[src/rtl/datapath_pkg.sv]
// Shared definitions for the pipelined datapath: ALU opcodes, issue FSM states and
// flag bit positions.
package datapath_pkg;

    typedef enum logic [2:0] {
        ALU_ADD  = 3'b000,
        ALU_SUB  = 3'b001,
        ALU_AND  = 3'b010,
        ALU_XOR  = 3'b011,
        ALU_OR   = 3'b100,
        ALU_SHL1 = 3'b101,
        ALU_SLT  = 3'b110,
        ALU_MUL  = 3'b111
    } alu_op_e;

    typedef enum logic [0:0] {
        ST_IDLE     = 1'b0,
        ST_MUL_BUSY = 1'b1
    } dp_state_e;

    localparam int unsigned FLAG_ZERO  = 0;
    localparam int unsigned FLAG_CARRY = 1;
    localparam int unsigned FLAG_OVF   = 2;
    localparam int unsigned NUM_FLAGS  = 3;

endpackage

[src/rtl/seq_multiplier.sv]
// Iterative shift-add multiplier: one partial product per clock, DATA_W steps after start.
// product is the accumulator including the current step, so it is final while done is high.
module seq_multiplier #(
    parameter int unsigned DATA_W = 8
) (
    input  logic                clk,
    input  logic                reset,
    input  logic                start,
    input  logic [DATA_W-1:0]   a,
    input  logic [DATA_W-1:0]   b,
    output logic                busy,
    output logic                done,
    output logic [2*DATA_W-1:0] product
);

    localparam int unsigned CNT_W = $clog2(DATA_W);

    logic [2*DATA_W-1:0] mcand_q;
    logic [2*DATA_W-1:0] acc_q;
    logic [DATA_W-1:0]   mplier_q;
    logic [CNT_W-1:0]    cnt_q;
    logic                busy_q;

    always_comb begin
        product = acc_q + (mplier_q[0] ? mcand_q : '0);
        done    = busy_q && (cnt_q == CNT_W'(DATA_W - 1));
        busy    = busy_q;
    end

    always_ff @(posedge clk or negedge reset) begin
        if (!reset) begin
            mcand_q  <= '0;
            acc_q    <= '0;
            mplier_q <= '0;
            cnt_q    <= '0;
            busy_q   <= 1'b0;
        end else if (start) begin
            mcand_q  <= {{DATA_W{1'b0}}, a};
            acc_q    <= '0;
            mplier_q <= b;
            cnt_q    <= '0;
            busy_q   <= 1'b1;
        end else if (busy_q) begin
            acc_q    <= product;
            mcand_q  <= mcand_q << 1;
            mplier_q <= mplier_q >> 1;
            cnt_q    <= cnt_q + CNT_W'(1);
            if (done) begin
                busy_q <= 1'b0;
            end
        end
    end

endmodule

[src/rtl/pipelined_datapath.sv]
// Two-stage register-file datapath (read/execute -> writeback) with EX->read bypass,
// valid/ready issue and an iterative MUL that stalls issue while it runs.
module pipelined_datapath
    import datapath_pkg::*;
#(
    parameter int unsigned DATA_W   = 8,
    parameter int unsigned NUM_REGS = 4,
    parameter int unsigned ADDR_W   = $clog2(NUM_REGS),
    parameter bit          ZERO_REG = 1'b0
) (
    input  logic              clk,
    input  logic              reset,
    input  logic              instValid,
    output logic              instReady,
    input  logic [ADDR_W-1:0] srcReg1Addr,
    input  logic [ADDR_W-1:0] srcReg2Addr,
    input  logic [ADDR_W-1:0] destRegAddr,
    input  logic [2:0]        aluOp,
    input  logic              regWrite,
    output logic [DATA_W-1:0] aluResult,
    output logic              resultValid,
    output logic              flagZero,
    output logic              flagCarry,
    output logic              flagOvf,
    input  logic [ADDR_W-1:0] dbgAddr,
    output logic [DATA_W-1:0] dbgData
);

    logic [DATA_W-1:0]    rf_q [NUM_REGS];

    logic                 ex_valid_q;
    logic                 ex_write_q;
    logic [ADDR_W-1:0]    ex_dest_q;
    logic [DATA_W-1:0]    ex_result_q;
    logic [NUM_FLAGS-1:0] ex_flags_q;

    dp_state_e            state_q, state_d;
    logic [ADDR_W-1:0]    mul_dest_q;
    logic                 mul_write_q;

    logic [DATA_W-1:0]    op_a, op_b;
    logic [DATA_W:0]      sum_ext, diff_ext;
    logic [DATA_W-1:0]    alu_res;
    logic                 alu_carry, alu_ovf;

    logic                 mul_start, mul_busy, mul_done;
    logic [2*DATA_W-1:0]  mul_product;

    logic                 load_ex;
    logic [DATA_W-1:0]    new_result;
    logic [NUM_FLAGS-1:0] new_flags;
    logic [ADDR_W-1:0]    new_dest;
    logic                 new_write;

    // Writes to a hard-wired zero register are dropped before they reach EX, which also
    // keeps them off the bypass path.
    function automatic logic dest_writable(input logic [ADDR_W-1:0] dest);
        return !(ZERO_REG && (dest == '0));
    endfunction

    always_comb begin
        op_a = rf_q[srcReg1Addr];
        if (ex_valid_q && ex_write_q && (ex_dest_q == srcReg1Addr)) begin
            op_a = ex_result_q;
        end
        if (ZERO_REG && (srcReg1Addr == '0)) begin
            op_a = '0;
        end
        op_b = rf_q[srcReg2Addr];
        if (ex_valid_q && ex_write_q && (ex_dest_q == srcReg2Addr)) begin
            op_b = ex_result_q;
        end
        if (ZERO_REG && (srcReg2Addr == '0)) begin
            op_b = '0;
        end
    end

    assign sum_ext  = {1'b0, op_a} + {1'b0, op_b};
    // Top bit of the extended difference is the unsigned borrow.
    assign diff_ext = {1'b0, op_a} - {1'b0, op_b};

    always_comb begin
        alu_res   = '0;
        alu_carry = 1'b0;
        alu_ovf   = 1'b0;
        case (alu_op_e'(aluOp))
            ALU_ADD: begin
                alu_res   = sum_ext[DATA_W-1:0];
                alu_carry = sum_ext[DATA_W];
                alu_ovf   = (op_a[DATA_W-1] == op_b[DATA_W-1]) &&
                            (alu_res[DATA_W-1] != op_a[DATA_W-1]);
            end
            ALU_SUB: begin
                alu_res   = diff_ext[DATA_W-1:0];
                alu_carry = diff_ext[DATA_W];
                alu_ovf   = (op_a[DATA_W-1] != op_b[DATA_W-1]) &&
                            (alu_res[DATA_W-1] != op_a[DATA_W-1]);
            end
            ALU_AND:  alu_res = op_a & op_b;
            ALU_XOR:  alu_res = op_a ^ op_b;
            ALU_OR:   alu_res = op_a | op_b;
            ALU_SHL1: alu_res = {op_a[DATA_W-2:0], 1'b0};
            ALU_SLT:  alu_res = DATA_W'(op_a < op_b);
            ALU_MUL:  alu_res = '0;
            default:  alu_res = '0;
        endcase
    end

    seq_multiplier #(
        .DATA_W (DATA_W)
    ) u_mul (
        .clk     (clk),
        .reset   (reset),
        .start   (mul_start),
        .a       (op_a),
        .b       (op_b),
        .busy    (mul_busy),
        .done    (mul_done),
        .product (mul_product)
    );

    always_comb begin
        state_d               = state_q;
        instReady             = 1'b0;
        mul_start             = 1'b0;
        load_ex               = 1'b0;
        new_result            = alu_res;
        new_flags             = '0;
        new_flags[FLAG_CARRY] = alu_carry;
        new_flags[FLAG_OVF]   = alu_ovf;
        new_dest              = destRegAddr;
        new_write             = regWrite && dest_writable(destRegAddr);
        unique case (state_q)
            ST_IDLE: begin
                instReady = 1'b1;
                if (instValid) begin
                    if (aluOp == ALU_MUL) begin
                        mul_start = 1'b1;
                        state_d   = ST_MUL_BUSY;
                    end else begin
                        load_ex = 1'b1;
                    end
                end
            end
            ST_MUL_BUSY: begin
                if (mul_busy && mul_done) begin
                    state_d               = ST_IDLE;
                    load_ex               = 1'b1;
                    new_result            = mul_product[DATA_W-1:0];
                    new_flags[FLAG_CARRY] = |mul_product[2*DATA_W-1:DATA_W];
                    new_flags[FLAG_OVF]   = 1'b0;
                    new_dest              = mul_dest_q;
                    new_write             = mul_write_q;
                end
            end
            default: state_d = ST_IDLE;
        endcase
        new_flags[FLAG_ZERO] = (new_result == '0);
    end

    always_ff @(posedge clk or negedge reset) begin
        if (!reset) begin
            state_q     <= ST_IDLE;
            ex_valid_q  <= 1'b0;
            ex_write_q  <= 1'b0;
            ex_dest_q   <= '0;
            ex_result_q <= '0;
            ex_flags_q  <= '0;
            mul_dest_q  <= '0;
            mul_write_q <= 1'b0;
        end else begin
            state_q    <= state_d;
            ex_valid_q <= load_ex;
            // Result and flags hold between instructions; only resultValid drops.
            if (load_ex) begin
                ex_result_q <= new_result;
                ex_flags_q  <= new_flags;
                ex_dest_q   <= new_dest;
                ex_write_q  <= new_write;
            end
            if (mul_start) begin
                mul_dest_q  <= destRegAddr;
                mul_write_q <= regWrite && dest_writable(destRegAddr);
            end
        end
    end

    always_ff @(posedge clk or negedge reset) begin
        if (!reset) begin
            for (int i = 0; i < NUM_REGS; i++) begin
                rf_q[i] <= DATA_W'(i);
            end
        end else if (ex_valid_q && ex_write_q) begin
            rf_q[ex_dest_q] <= ex_result_q;
        end
    end

    assign aluResult   = ex_result_q;
    assign resultValid = ex_valid_q;
    assign flagZero    = ex_flags_q[FLAG_ZERO];
    assign flagCarry   = ex_flags_q[FLAG_CARRY];
    assign flagOvf     = ex_flags_q[FLAG_OVF];
    assign dbgData     = rf_q[dbgAddr];

endmodule

[config.mk]
export PLATFORM = sky130hd
export DESIGN_NAME = pipelined_datapath
export DESIGN_NICKNAME = d
export VERILOG_FILES = /design/src/rtl/datapath_pkg.sv /design/src/rtl/seq_multiplier.sv /design/src/rtl/pipelined_datapath.sv
export SDC_FILE = /design/constraint.sdc
export NUM_CORES = 1
export LEC_CHECK = 0
export BUFFER_PORTS_ARGS = -buffer_cell sky130_fd_sc_hd__buf_4
export CAP_MARGIN = 0
export CORE_AREA = 3 3 116 162
export CTS_BUF_LIST = sky130_fd_sc_hd__clkbuf_2 sky130_fd_sc_hd__clkbuf_4 sky130_fd_sc_hd__clkbuf_8
export DETAILED_ROUTE_END_ITERATION = 16
export DIE_AREA = 0 0 119 165
export MAX_ROUTING_LAYER = met4
export PLACE_DENSITY = 0.63
export RECOVER_POWER = 50
export SLEW_MARGIN = 30
export SYNTH_ARGS = -nofsm -noshare
export SYNTH_HDL_FRONTEND = slang
export SYNTH_SLANG_ARGS = --single-unit
[constraint.sdc]
create_clock -name clk -period 8.52 [get_ports clk]
set_clock_uncertainty 0.15 [all_clocks]
set_input_delay 1.704 -clock clk [delete_from_list [all_inputs] [get_ports clk]]
set_output_delay 1.704 -clock clk [all_outputs]
set_load 0.05 [all_outputs]
Yosys cells after proc, flatten, opt, wreduce, memory -nomap -nowiden
Index checks and enable logic that the tools add are counted.

storage, ports and cells
  register bits after elaboration = 95
  bits in latches = 0
  memory bits (writable) = 0
  ROM bits = 0
  memories kept = 0

operators by class
  $add $sub $neg = 4
  multipliers = 0
  divide/modulo/power cells = 0
  order comparisons = 6
  equality and inequality tests = 14
  shift-type cells = 0
  mux-type cells = 47
  bitwise logic cells = 8
  reductions and logical operators = 12

operators with widths
  operator            number
  $mux 8              13
  $mux 16             5
  $pmux 8 s8          1
  $bmux 8 s2          3
  $bwmux 32           1
  $add 16x16->16      1
  $demux 8 s2         1
  $eq 3x3->1 const B  5
  $mux 1              13
  $ge 3x3->1 const B  4
  $not 2->3           4
  $add 8x8->9         1
  $sub 8x8->9         1
  $and 8x8->8         1
  $logic_and 1x1->1   8
  $logic_not 8->1     1
  $lt 8x8->1          1
  $mux 2              4
  $or 8x8->8          1
  $pmux 1 s2          4
  $reduce_or 8->1     1
  $xor 8x8->8         1
  $eq 3x2->1 const B  2
  $mux 3              2
  other kinds (9)     12

Longest topological paths before layout
  word-level depth = 11
  mapped depth = 15
  gate-level depth less buffers = 14

Hierarchy
Synthesis repeated with hierarchy kept, for this count alone.

unflattened totals
  cell total of the unflattened synthesis = 689
  area total of the unflattened synthesis = 7055.5 µm²

modules (own cells, without submodules)
  module              times used  cells each  area an instance (µm²)
  pipelined_datapath  1           400         4219.0
  seq_multiplier      1           289         2836.5

Worst setup path before layout
No wires, ideal clock.

  kind = input port to flip-flop
  from = in srcReg2Addr[0]
  to = reg ex_flags_q[0]
  setup time = 68 ps
  data arrival time = 5256 ps
  path slack = 3046 ps
  stages on the path = 13
  buffers on the path = 2
  path through = clkbuf_1 > xor2_1 > nor3_2 > mux2i_1 > ha_1 > clkbuf_1 > and3_1 > or2_2 > a221oi_1 > nor2_1 > o32a_1 > nor4_2 > a32o_1

on the way
  word-level cells in the longest chain between the ends = 10

ends and longest elaborated chain
  element                                     RTL line                   text
  start: declaration                          pipelined_datapath.sv:16   input logic [ADDR_W-1:0] srcReg2Addr,
  $not 2->3 (implied by the code)             pipelined_datapath.sv:69   op_b = rf_q[srcReg2Addr];
  $bmux 8 s2                                  pipelined_datapath.sv:69
  $mux 8 (implied by the code) (2 in series)  pipelined_datapath.sv:69
  $mux 8 (*)                                  pipelined_datapath.sv:70   if (ex_valid_q && ex_write_q && (ex_dest_q == srcReg2Addr)) begin
  $sub 8x8->9 (tied with other cells)         pipelined_datapath.sv:80   assign diff_ext = {1'b0, op_a} - {1'b0, op_b};
  $pmux 8 s8 (*)                              pipelined_datapath.sv:86   case (alu_op_e'(aluOp))
  $mux 8                                      pipelined_datapath.sv:146  if (mul_busy && mul_done) begin
  $mux 8 (*)                                  pipelined_datapath.sv:133  unique case (state_q)
  $logic_not 8->1 (*)                         pipelined_datapath.sv:158  new_flags[FLAG_ZERO] = (new_result == '0);
  end signal: assignment                      pipelined_datapath.sv:177  ex_flags_q <= new_flags;
  end: declaration                            pipelined_datapath.sv:35   logic [NUM_FLAGS-1:0] ex_flags_q;

Mark *: on every way between the ends. The rest lies on a longest branch, timed or not. The select of a mux whose other input is x is not followed.
A chain may end at the register's enable or synchronous reset.

==> results.sh <==
export IMPL_min_period_ns=6.07
export IMPL_n_antenna_cell=0
export IMPL_status="finished with violations"
export IMPL_die_area_um2=19600
export IMPL_drive_above_1_share_pct=17.7
export IMPL_critical_path_top_cell_by_count="clkbuf_1"
export IMPL_finalSetupTns_ns=0
export IMPL_hold_viol=0
export IMPL_synth_ff_latch_count=95
export IMPL_antenna_found_initial=0
export IMPL_netlist_area_leader_share_pct=32.9
export IMPL_portBuffers=35
export IMPL_drc=0
export IMPL_dp_hpwl_um=14000
export IMPL_postCtsSetupBuffers=0
export IMPL_clock_root_buffer="clkbuf_8"
export IMPL_yosysSeqAreaShare_pct=34.4
export IMPL_io_pins=36
export IMPL_drt_first_pass_iters=9
export IMPL_cp_startpoint="reset"
export IMPL_avgSynthCellArea_um2=10.1
export IMPL_worstSetupStartpointType="input pin"
export IMPL_postCtsHoldBufs=0
export IMPL_critPathCapture="u_mul.busy"
export IMPL_htree_levels=3
export IMPL_peakVddDrop_uv=201
export IMPL_die_x_um=119
export IMPL_tightest_slew_ns=2.88
export IMPL_final_max_slew_violation_count=98
export IMPL_rr_endpoint="ex_flags_q[0]"
export IMPL_ctsResizeCount=0
export IMPL_worstSetupPathType="input pin to asynchronous set/reset pin"
export IMPL_ant_nets=0
export IMPL_crit_family="buffers and inverters"
export IMPL_gp_congestion=0.984
export IMPL_fillers=1699
export IMPL_worst_setup_path_end_kind="asynchronous set/reset pin"
export IMPL_cts_tree="yes"
export IMPL_p_leak_nw=3.45
export IMPL_synth_nets=743
export IMPL_grt_pass1_wl_um=30000
export IMPL_first_iter_violations=335
export IMPL_cts_buffer_depth=2
export IMPL_crit_required_ns=8.03
export IMPL_die_y_um=165
export IMPL_routed_wl_um=18500
export IMPL_via_count=5419
export IMPL_fmax_mhz=165
export IMPL_cts_buffers=9
export IMPL_fin_cells=938
export IMPL_start_util_pct=39.6
export IMPL_fp_row_count=57
export IMPL_ff2ff_path_depth=11
export IMPL_cts_sinks=95
export IMPL_rrSetupSlack_ns=4.00
export IMPL_syn_area_um2=6920
export IMPL_critPathMaxFanout=54
export IMPL_yosysWarnings=0
export IMPL_fin_crit_sh_pct=71.2
export IMPL_place_inst=922
export IMPL_crit_path_top_delay_cell="clkbuf_1"
export IMPL_hp_start="mul_write_q"
export IMPL_drv_cap=2
export IMPL_synthFlopType="dfrtp_1"
export IMPL_viasPerCell=5.78
export IMPL_yosys_top_cells_count="dfrtp_1, nor2_1, nand2_1"
export IMPL_crit_buf_inv=2
export IMPL_grt_use_total_pct=19.7
export IMPL_violations="max-capacitance violations, max-slew violations"
export IMPL_async_reset_ff_share_pct=100
export IMPL_syn_inst=684
export IMPL_layout_nets=756
export IMPL_r2r_start="ex_dest_q[0]"
export IMPL_hold_class="flip-flop to flip-flop"
export IMPL_grt_start_max_net_pins=56
export IMPL_wire_per_inst_um=19.8
export IMPL_synth_edff_count=0
export IMPL_arrival_ns=5.57
export IMPL_path_depth=2
export IMPL_core_um2=17500
export IMPL_powerDensity_nw_per_um2=357
export IMPL_yosysMostFrequentCell="dfrtp_1"
export IMPL_cp_cell_sequence="clkbuf_1, clkbuf_1"
export IMPL_grt_pass1_vias=5512
export IMPL_max_slew_margin_rel_pct=-92.0
export IMPL_rsz0062_at_grt="no"
export IMPL_area_delta_synth_final_pct=8.80
export IMPL_finalSetupViolCount=0
export IMPL_grt_ovfl_total=0
export IMPL_max_stage_delay_ns=2.15
export IMPL_clk_latency_ns=0.38
export IMPL_yosys_area_top_type="dfrtp_1"
export IMPL_synth_distinct_cells=72
export IMPL_cts_clk_slew_worst_paths_ns=0.10
export IMPL_ys_top_cells_by_area="dfrtp_1, ha_1, mux2_2, mux2i_1, mux4_2"
-- flip-flops by register name, summed over array words and instances (netlist names), 2 cells and up --
signal          flops
rf_q               32
u_mul.acc_q        16
ex_dest_q           2
u_mul.mplier_q      8
u_mul.cnt_q         3
aluResult           8
u_mul.mcand_q      16
mul_dest_q          2
ex_flags_q          3
-- worst min-delay path by stage --
stage | endpoint | depth (start not counted)
2_1_floorplan | mul_dest_q[0] | 2
3_3_place_gp | mul_dest_q[1] | 2
3_5_place_dp | mul_write_q | 2
4_1_cts | mul_write_q | 2
5_1_grt | mul_write_q | 2
6_report | mul_write_q | 2
-- per-stage QoR --
| step | power (W) | area, um^2 | utilization [%] | hold slack, ns | worst slack [ns] |
|---|---|---|---|---|---|
| floorplan | 0.00194 | 6920 | - | 0.296 | 3.05 |
| global placement | 0.00232 | 7330 | 41.9 | 0.310 | 2.63 |
| detailed placement | 0.00236 | 7340 | 42.0 | 0.319 | 2.61 |
| CTS | 0.00269 | 7550 | 43.2 | 0.346 | 3.00 |
| global route | 0.00288 | 7530 | 43.1 | 0.370 | 1.55 |
| finish | 0.00269 | 7530 | 43.1 | 0.343 | 2.45 |
-- final cells by class --
type                            count  area [um^2]  share of cell area [%]
Timing Repair Buffer               38          274                    3.64
Inverter                           32          120                    1.60
Clock inverter                      7         88.8                    1.18
Tap cell                          236          295                    3.92
Sequential cell                    95         2380                    31.7
Multi-Input combinational cell    521         4240                    56.4
Clock buffer                        9          124                    1.65
-- cells in the final DEF (no fill, tap or decap), types with 4 or more instances in the layout --
cell type  synthesis  final
o21ai_0           26     26
xor2_1             9      9
nand2b_1           4      4
mux2i_1           41     41
a21oi_1           32     32
mux4_2            17     17
clkbuf_8           1      9
mux2_2            40     40
nor2_1            61     61
buf_4              0     35
nand2_1           43     43
ha_1              41     41
or3_1              7      7
mux4_1             7      7
nand3_1           11     11
a31oi_1            4      4
dfrtp_1           91     90
dfstp_2            4      4
inv_1             29     29
xnor2_1           11     11
o22ai_1            6      6
nor2b_1           21     21
nor3_1             8      7
o211ai_1           7      7
nor3b_1            5      5
a211oi_1          17     17
and3_1             6      6
o31ai_1            4      4
a21o_1             6      6
and2_1            18     18
o21a_1             6      6
-- worst reg2reg max path, cell delays in order (launching register included) --
cell,delay (ns)
dfrtp_1,0.48
xor2_1,0.21
nor3_2,0.70
mux2i_1,0.63
ha_1,0.44
and3_1,0.24
o21ai_0,0.44
mux2i_1,0.24
nor2_1,0.07
o32a_1,0.39
nor4_2,0.28
a32o_1,0.20
-- per-layer routing --
| layer | vias up | track usage, % | routed length [um] | part of all wire [%] |
|---|---|---|---|---|
| li1 | 2545 | - | - | - |
| met5 | - | - | 0 | 0 |
| met1 | 2681 | 22.7 | 7460 | 40 |
| met3 | 35 | 2.40 | 692 | 3.7 |
| met4 | 0 | 6.64 | 500 | 2.7 |
| met2 | 158 | 35.6 | 9880 | 53 |
-- cell families (layout without fill, tap and decap cells) --
group | after synthesis | after routing | share of synthesized area [%]
AO/OA/AOI/OAI | 153 | 153 | 15.3
XOR/XNOR | 20 | 20 | 2.53
adder cells (fa/ha/maj) | 44 | 44 | 8.28
buffers and inverters | 68 | 86 | 4.32
flip-flops | 95 | 95 | 34.4
multiplexers | 105 | 105 | 20.6
AND/OR/NAND/NOR | 199 | 199 | 14.5
-- power by group --
group / internal, W / switching, W / leakage [nW]
logic: 0.000638 / 0.000902 / 2.12
registers: 0.000638 / 0.000188 / 1.22
clock network: 0.000142 / 0.000178 / 0.109
Power figures use the tool's default switching activity.
